`src/rtl/nibble_add_seq_pkg.sv`:
```
// Shared types and constants for the nibble-serial add/subtract sequencer.
package nibble_add_seq_pkg;

  localparam int NIBBLE_W = 4;

  typedef enum logic [1:0] {
    IDLE = 2'd0,
    RUN  = 2'd1,
    DONE = 2'd2
  } state_e;

endpackage

```
`src/rtl/nibble_add_seq_adder.sv`:
```
// 4-bit ripple adder shared by the sequencer, one nibble per clock.
module adder
  import nibble_add_seq_pkg::*;
(
  input  logic [NIBBLE_W-1:0] input1,
  input  logic [NIBBLE_W-1:0] input2,
  input  logic                carry_in,
  output logic [NIBBLE_W-1:0] sum,
  output logic                carry_out
);

  assign {carry_out, sum} = (NIBBLE_W+1)'(input1) + (NIBBLE_W+1)'(input2)
                          + (NIBBLE_W+1)'(carry_in);

endmodule

```
`src/rtl/nibble_add_seq.sv`:
```
// WIDTH-bit add (and, with NIBBLE_SEQ_SUB_EN defined, subtract) computed one
// nibble per clock through a single shared 4-bit adder.
module nibble_add_seq
  import nibble_add_seq_pkg::*;
#(
  parameter int WIDTH = 16
) (
  input  logic             clk,
  input  logic             rst_n,
  input  logic             start_valid,
  output logic             start_ready,
  input  logic [WIDTH-1:0] op_a,
  input  logic [WIDTH-1:0] op_b,
  input  logic             carry_in,
  input  logic             sub,
  output logic             res_valid,
  input  logic             res_ready,
  output logic [WIDTH-1:0] result,
  output logic             carry_out,
  output logic             ovf
);

  localparam int NIBBLES = WIDTH / NIBBLE_W;
  localparam int CNT_W   = (NIBBLES > 1) ? $clog2(NIBBLES) : 1;

  state_e             state_q, state_d;
  logic [WIDTH-1:0]   a_sh_q, a_sh_d;
  logic [WIDTH-1:0]   b_sh_q, b_sh_d;
  logic [WIDTH-1:0]   result_q, result_d;
  logic               carry_q, carry_d;
  logic [CNT_W-1:0]   cnt_q, cnt_d;
  logic               a_msb_q, a_msb_d;
  logic               b_msb_q, b_msb_d;

  logic [WIDTH-1:0]    b_eff;
  logic                cin_eff;
  logic [NIBBLE_W-1:0] nib_sum;
  logic                nib_cout;
  logic [WIDTH-1:0]    sum_ext;

`ifdef NIBBLE_SEQ_SUB_EN
  // Subtraction is a + ~b + ~borrow_in; carry_out then reads as "no borrow".
  assign b_eff   = sub ? ~op_b : op_b;
  assign cin_eff = sub ? ~carry_in : carry_in;
`else
  logic unused_sub;
  assign unused_sub = sub;
  assign b_eff      = op_b;
  assign cin_eff    = carry_in;
`endif

  adder u_adder (
    .input1    (a_sh_q[NIBBLE_W-1:0]),
    .input2    (b_sh_q[NIBBLE_W-1:0]),
    .carry_in  (carry_q),
    .sum       (nib_sum),
    .carry_out (nib_cout)
  );

  assign sum_ext = WIDTH'(nib_sum);

  always_comb begin
    state_d  = state_q;
    a_sh_d   = a_sh_q;
    b_sh_d   = b_sh_q;
    result_d = result_q;
    carry_d  = carry_q;
    cnt_d    = cnt_q;
    a_msb_d  = a_msb_q;
    b_msb_d  = b_msb_q;

    unique case (state_q)
      IDLE: begin
        if (start_valid) begin
          a_sh_d  = op_a;
          b_sh_d  = b_eff;
          carry_d = cin_eff;
          cnt_d   = '0;
          a_msb_d = op_a[WIDTH-1];
          b_msb_d = b_eff[WIDTH-1];
          state_d = RUN;
        end
      end
      RUN: begin
        // Sums enter at the top so the LS nibble lands at bit 0 after NIBBLES steps.
        a_sh_d   = a_sh_q >> NIBBLE_W;
        b_sh_d   = b_sh_q >> NIBBLE_W;
        result_d = (result_q >> NIBBLE_W) | (sum_ext << (WIDTH - NIBBLE_W));
        carry_d  = nib_cout;
        cnt_d    = cnt_q + 1'b1;
        if (cnt_q == CNT_W'(NIBBLES - 1)) begin
          state_d = DONE;
        end
      end
      DONE: begin
        if (res_ready) begin
          state_d = IDLE;
        end
      end
      default: state_d = IDLE;
    endcase
  end

  always_ff @(posedge clk or negedge rst_n) begin
    if (!rst_n) begin
      state_q  <= IDLE;
      a_sh_q   <= '0;
      b_sh_q   <= '0;
      result_q <= '0;
      carry_q  <= 1'b0;
      cnt_q    <= '0;
      a_msb_q  <= 1'b0;
      b_msb_q  <= 1'b0;
    end else begin
      state_q  <= state_d;
      a_sh_q   <= a_sh_d;
      b_sh_q   <= b_sh_d;
      result_q <= result_d;
      carry_q  <= carry_d;
      cnt_q    <= cnt_d;
      a_msb_q  <= a_msb_d;
      b_msb_q  <= b_msb_d;
    end
  end

  assign start_ready = (state_q == IDLE);
  assign res_valid   = (state_q == DONE);
  assign result      = result_q;
  assign carry_out   = carry_q;
  assign ovf         = (a_msb_q == b_msb_q) && (result_q[WIDTH-1] != a_msb_q);

endmodule

```
`config.mk`:
```
export PLATFORM = sky130hd
export DESIGN_NAME = nibble_add_seq
export DESIGN_NICKNAME = d
export VERILOG_FILES = /design/src/rtl/nibble_add_seq_pkg.sv /design/src/rtl/nibble_add_seq_adder.sv /design/src/rtl/nibble_add_seq.sv
export SDC_FILE = /design/constraint.sdc
export NUM_CORES = 1
export LEC_CHECK = 0
export CORE_UTILIZATION = 46
export CTS_CLUSTER_DIAMETER = 100
export DETAILED_ROUTE_END_ITERATION = 6
export PLACE_DENSITY_LB_ADDON = 0.25
export SYNTH_ARGS = -nofsm -noshare
export SYNTH_HDL_FRONTEND = slang
export SYNTH_HIERARCHICAL = 1
export SYNTH_SLANG_ARGS = --single-unit
```
`constraint.sdc`:
```
create_clock -name clk -period 1.45 [get_ports clk]
set_input_delay 0.2175 -clock clk [delete_from_list [all_inputs] [get_ports clk]]
set_output_delay 0.2175 -clock clk [all_outputs]
set_load 0.05 [all_outputs]
```
# Word level (Yosys, flattened, before mapping)
# Index checks and enable logic that the tools add are counted.
# op_classes
add_sub_neg	3
n_eq_ne	8
n_mux	12
bitwise	1
n_reduce_logical	6
# op_table
cell	count
case mux 16 bit (2 select lines)	2
two-way mux 16 bit	2
bitwise OR 12 x 16 -> 16 bit	1
two-way mux 2 bit	4
case mux 2 bit (3 select lines)	1
adder 4 x 4 -> 5 bit	1
adder 5 x 1 -> 5 bit	1
equality test 2 bit, second input constant	2
inequality test 2 bit, second input constant	2
case mux 2 bit (2 select lines)	1
AND reduction 2 bit	2
AND reduction 3 bit	1
adder 2 x 1 -> 2 bit, second input constant	1
equality test 2 x 1 -> 1 bit, second input constant	1
logical NOT 2 bit	1
inequality test 2 x 1 -> 1 bit, second input constant	1
case mux 1 bit (2 select lines)	1
nonzero test 2 bit	1
equality test 1 bit	1
logical AND 1 bit	1
two-way mux 1 bit	1
inequality test 1 bit	1
# totals
ff_bits	55
input_bits	38
out_inout_bits	20
elab_cells	38

# Longest topological paths before layout
# depth
depth_word	3
depth_mapped	8
ltp_nobuf	8

# Modules after synthesis
# Netlist, hierarchy kept.
# by_module_without_submodules
mod	instances	cells_each	area_per_inst_um2	seq_area_each_um2
nibble_add_seq	1	218	2637.5	1376.3
adder	1	16	143.9	0.0

# Least setup slack after synthesis
# OpenSTA, ideal clock, no wires.
# synth_timing
path_type	flip-flop to flip-flop
start	register carry_q (netlist: carry_out)
end	register carry_q (netlist: carry_out)
setup_ps	111
t_arrival_ps	1897
required_time_ps	1339
path_slack_ps	-558
path_stages_with_launch	9
path_buffers	0
synth_period_minus_slack_ps	2008
cell_sequence	dfrtp_1 > fa_1 > inv_1 > fa_1 > nor2b_1 > o21ai_0 > nand2b_1 > inv_1 > a222oi_1
# synth_via
elab_chain_len	2
# synth_rtl
element	line	rtl
start: declaration	nibble_add_seq.sv:30	logic carry_q, carry_d;
start signal: assignment	nibble_add_seq.sv:119	carry_q <= carry_d;
adder 5 x 1 -> 5 bit	nibble_add_seq_adder.sv:13	+ (NIBBLE_W+1)'(carry_in);
via nib_cout	nibble_add_seq.sv:38	logic nib_cout;
case mux 1 bit (2 select lines)	nibble_add_seq.sv:72	unique case (state_q)
# The timed path passes the listed nets, and every way through them passes these cells.
# A chain may end at the register's enable or synchronous reset.

# Worst setup path after layout
# layout_timing
start	register a_sh_q[0]
end	register result_q[15] (netlist: result[15])
# layout_via
elab_chain_len	3
# layout_rtl
element	line	rtl
start: declaration	nibble_add_seq.sv:27	logic [WIDTH-1:0] a_sh_q, a_sh_d;
start signal: assignment	nibble_add_seq.sv:116	a_sh_q <= a_sh_d;
adder 4 x 4 -> 5 bit	nibble_add_seq_adder.sv:12	assign {carry_out, sum} = (NIBBLE_W+1)'(input1) + (NIBBLE_W+1)'(input2)
adder 5 x 1 -> 5 bit	nibble_add_seq_adder.sv:13	
via nib_sum[3]	nibble_add_seq.sv:37	logic [NIBBLE_W-1:0] nib_sum;
bitwise OR 12 x 16 -> 16 bit	nibble_add_seq.sv:88	result_d = (result_q >> NIBBLE_W) | (sum_ext << (WIDTH - NIBBLE_W));
end signal: assignment	nibble_add_seq.sv:118	result_q <= result_d;
end: declaration	nibble_add_seq.sv:29	logic [WIDTH-1:0] result_q, result_d;
# The timed path passes the listed nets, and every way through them passes these cells.

==> results.cfg <==
[final_layout]
diodes = 0
final_util_pct = 69.91
nNetsFinal = 352
drive_gt1_share_pct = 29.45
final_cells = 381
area_growth_pct = 42.65
fillers = 434

[timing]
setup_viol = 4
finalCritPeriodShare_pct = 120.7
rsz0062_at_grt = true
max_slew_margin_pct = 76.04
finalHoldViolCount = 0
finalCriticalPeriod_ps = 1750
worst_pin_slew_ps = 354.3
fin_tns_setup_ps = -833.8
final_max_slew_viol_count = 0
fmax_ghz = 0.5713
worst_clock_skew_ps = 5.224
setup_slack_ps = -300.3

[worst_setup_path]
timing.rr.end = result[15]
path_max_fanout = 2
critical_path_required_ps = 1650
worst-r2r-setup-slack_ps = -300
reg2reg_depth = 6
worstSetupEndpointType = flip-flop
crit_type = flip-flop to flip-flop
cp.arrival_ps = 1950
start_kind = flip-flop
reg2reg_from = a_sh_q[0]

[die]
ioPinCount = 58
start_util_pct = 49.01
core_um2 = 5675
die_h_um = 79.76
dieArea_um2 = 6362
die_w_um = 79.76
num_rows = 27

[cts]
cts_htree_levels = 2
insertion_delay_ps = 310
numCtsBuffers = 5
cts_tree = done
clock_path_buffers = 2
cts_sinks = 55
cts.clk_slew.worst_paths_ps = 90
cts_root_buffer = clkbuf_8

[global_route]
overflow = 0
grt_start_max_net_pins = 56
grt_use_total_pct = 21.03
grt_pass1_wl_mm = 10.28
antenna_found_initial = 0
grt_pass1_vias = 2136

[synth]
syn_area_per_cell_um2 = 11.89
postSynthCellCount = 234
synth_area_um2 = 2781
yosysWarnings = 6
synth_cell_types = 29
synth_ff_type = dfrtp_1
synth-edff-count = 0
synthArstFlopShare_pct = 100.0
yosys_register_bits = 55
seq_area_frac_synth_pct = 49.48
syn-num-nets = 278

[power]
p_seq_share_pct = 28.6
p_sw_share_pct = 39.88
power_uw = 10300
internal-power_uw = 6195
leakagePower_uw = 0.001759
p_clk_share_pct = 8.4
ir_drop_v = 0.001577
power.density_nw_per_um2 = 2597
p_comb_share_pct = 63.0
p_sw_uw = 4110

[detailed_routing]
via_per_inst = 5.459
drc = 0
drtIter0Drc = 80
drtPass1Iterations = 4
num_vias = 2080
ant_nets = 0
routedWlPerCell_um = 15.77
wl_mm = 6.009

[placement]
gp_congestion = 0.7448
dp_hpwl_mm = 3.877
dp.cells = 358
post-place-ws_ps = -254.9
port_buffers = 56

[outcome]
violations = setup timing
outcome = complete, but fails checks

[worst_hold_path]
hp-class = input port to async pin

[flow_run]
drv_cap = 0
[worst max-delay path by stage]
stage	startpoint	to	slack [ps]	cells past startpoint
floorplan	carry_out	carry_out	-350	8
global placement	b_sh_q[0]	carry_out	-180	8
detailed placement	b_sh_q[0]	carry_out	-250	8
CTS	a_sh_q[0]	carry_out	-250	8
global route	a_sh_q[0]	carry_out	-380	8
finish	a_sh_q[0]	result[15]	-300	6
[area by class of cell]
type	count	area, um2	share of cell area (%)
Tap cell	72	90.09	2.271
Clock buffer	7	86.33	2.176
Timing Repair Buffer	87	1079	27.18
Clock inverter	1	5.005	0.1261
Sequential cell	55	1380	34.78
Inverter	31	116.4	2.933
Multi-Input combinational cell	128	1211	30.53
[timing repair]
item                                    CTS  global route
endpoints found under the setup margin    7             8
buffers inserted                          4             8
resized for setup                         5             4
gates cloned                              1             1
pin swaps                                 1             2
endpoints found under the hold margin    55             0
hold buffers                              1             0
[power by group through the flow]
stage	Sequential [uW]	Clock, uW	Combinational (uW)
finish	2940	868	6490
global route	3060	960	6960
CTS	2950	904	6150
detailed placement	2980	0	5930
global placement	2950	0	5820
floorplan	3590	0	3120
[logic make-up after synthesis]
family | synth area share [%]
and+or+nand+nor | 17.05
adders and majority gates | 3.239
muxes | 9.312
AOI/OAI and AO/OA | 11.83
buffers and inverters | 8.457
DFF | 49.48
xor gates and xnor gates | 0.6299
[layout by cell type, fill, tap and decap left out, drive strengths merged, types with 3 or more instances in the layout]
cell type and count:
buf 49, inv 31, nor4b 24, a22o 10, ha 4, clkbuf 8, dfrtp 55, nor3b 25
nor2b 3, nand2b 5, a211oi 24, clkdlybuf4s50 35, mux2 19
[state kept, by name (all words and copies together), names as in the netlist]
name       flops
a_msb_q        1
a_sh_q        16
b_msb_q        1
b_sh_q        16
carry_out      1
cnt_q          2
result        16
state_q        2
[layer usage]
layer | up-vias | global-route usage (%) | wire (um)
met1 | 1027 | 27.49 | 2696
met3 | 5 | 3.771 | 296
li1 | 982 | - | -
met2 | 66 | 36.24 | 2961
met4 | 0 | 4.821 | 54
met5 | - | 0 | 0
[critical path, cell delays in order, from the launching register on]
cell and delay (ps):
dfrtp_1 410, fa_2 400, buf_4 140, a21o_1 180
a21oi_2 150, xnor2_1 90, mux2_2 260
[Yosys cell counts (2+ instances only)]
cell type  instances  area, um2
xnor2_1            2      17.52
buf_6              3      33.78
nand2b_1           5      31.28
nor2b_1            3      18.77
buf_2              5      25.02
clkbuf_1          10      37.54
nor3b_1           24      180.2
ha_1               4      50.05
a211oi_1          24      180.2
nor4b_1           24      210.2
dfrtp_1           55       1376
mux2_2             7      78.83
mux2_4            12      180.2
fa_1               2      40.04
a22o_1            10      87.58
inv_1             31      116.4
[stage by stage]
| stage | hold WS (ps) | area [um2] |
|---|---|---|
| after floorplan | -78.09 | 2806 |
| after global placement | 241.7 | 3691 |
| after detailed placement | 235.6 | 3691 |
| after CTS | 435.4 | 3866 |
| after global routing | 479.9 | 3968 |
| final | 424.8 | 3968 |
Note: power is estimated with default switching activity, not from simulation.
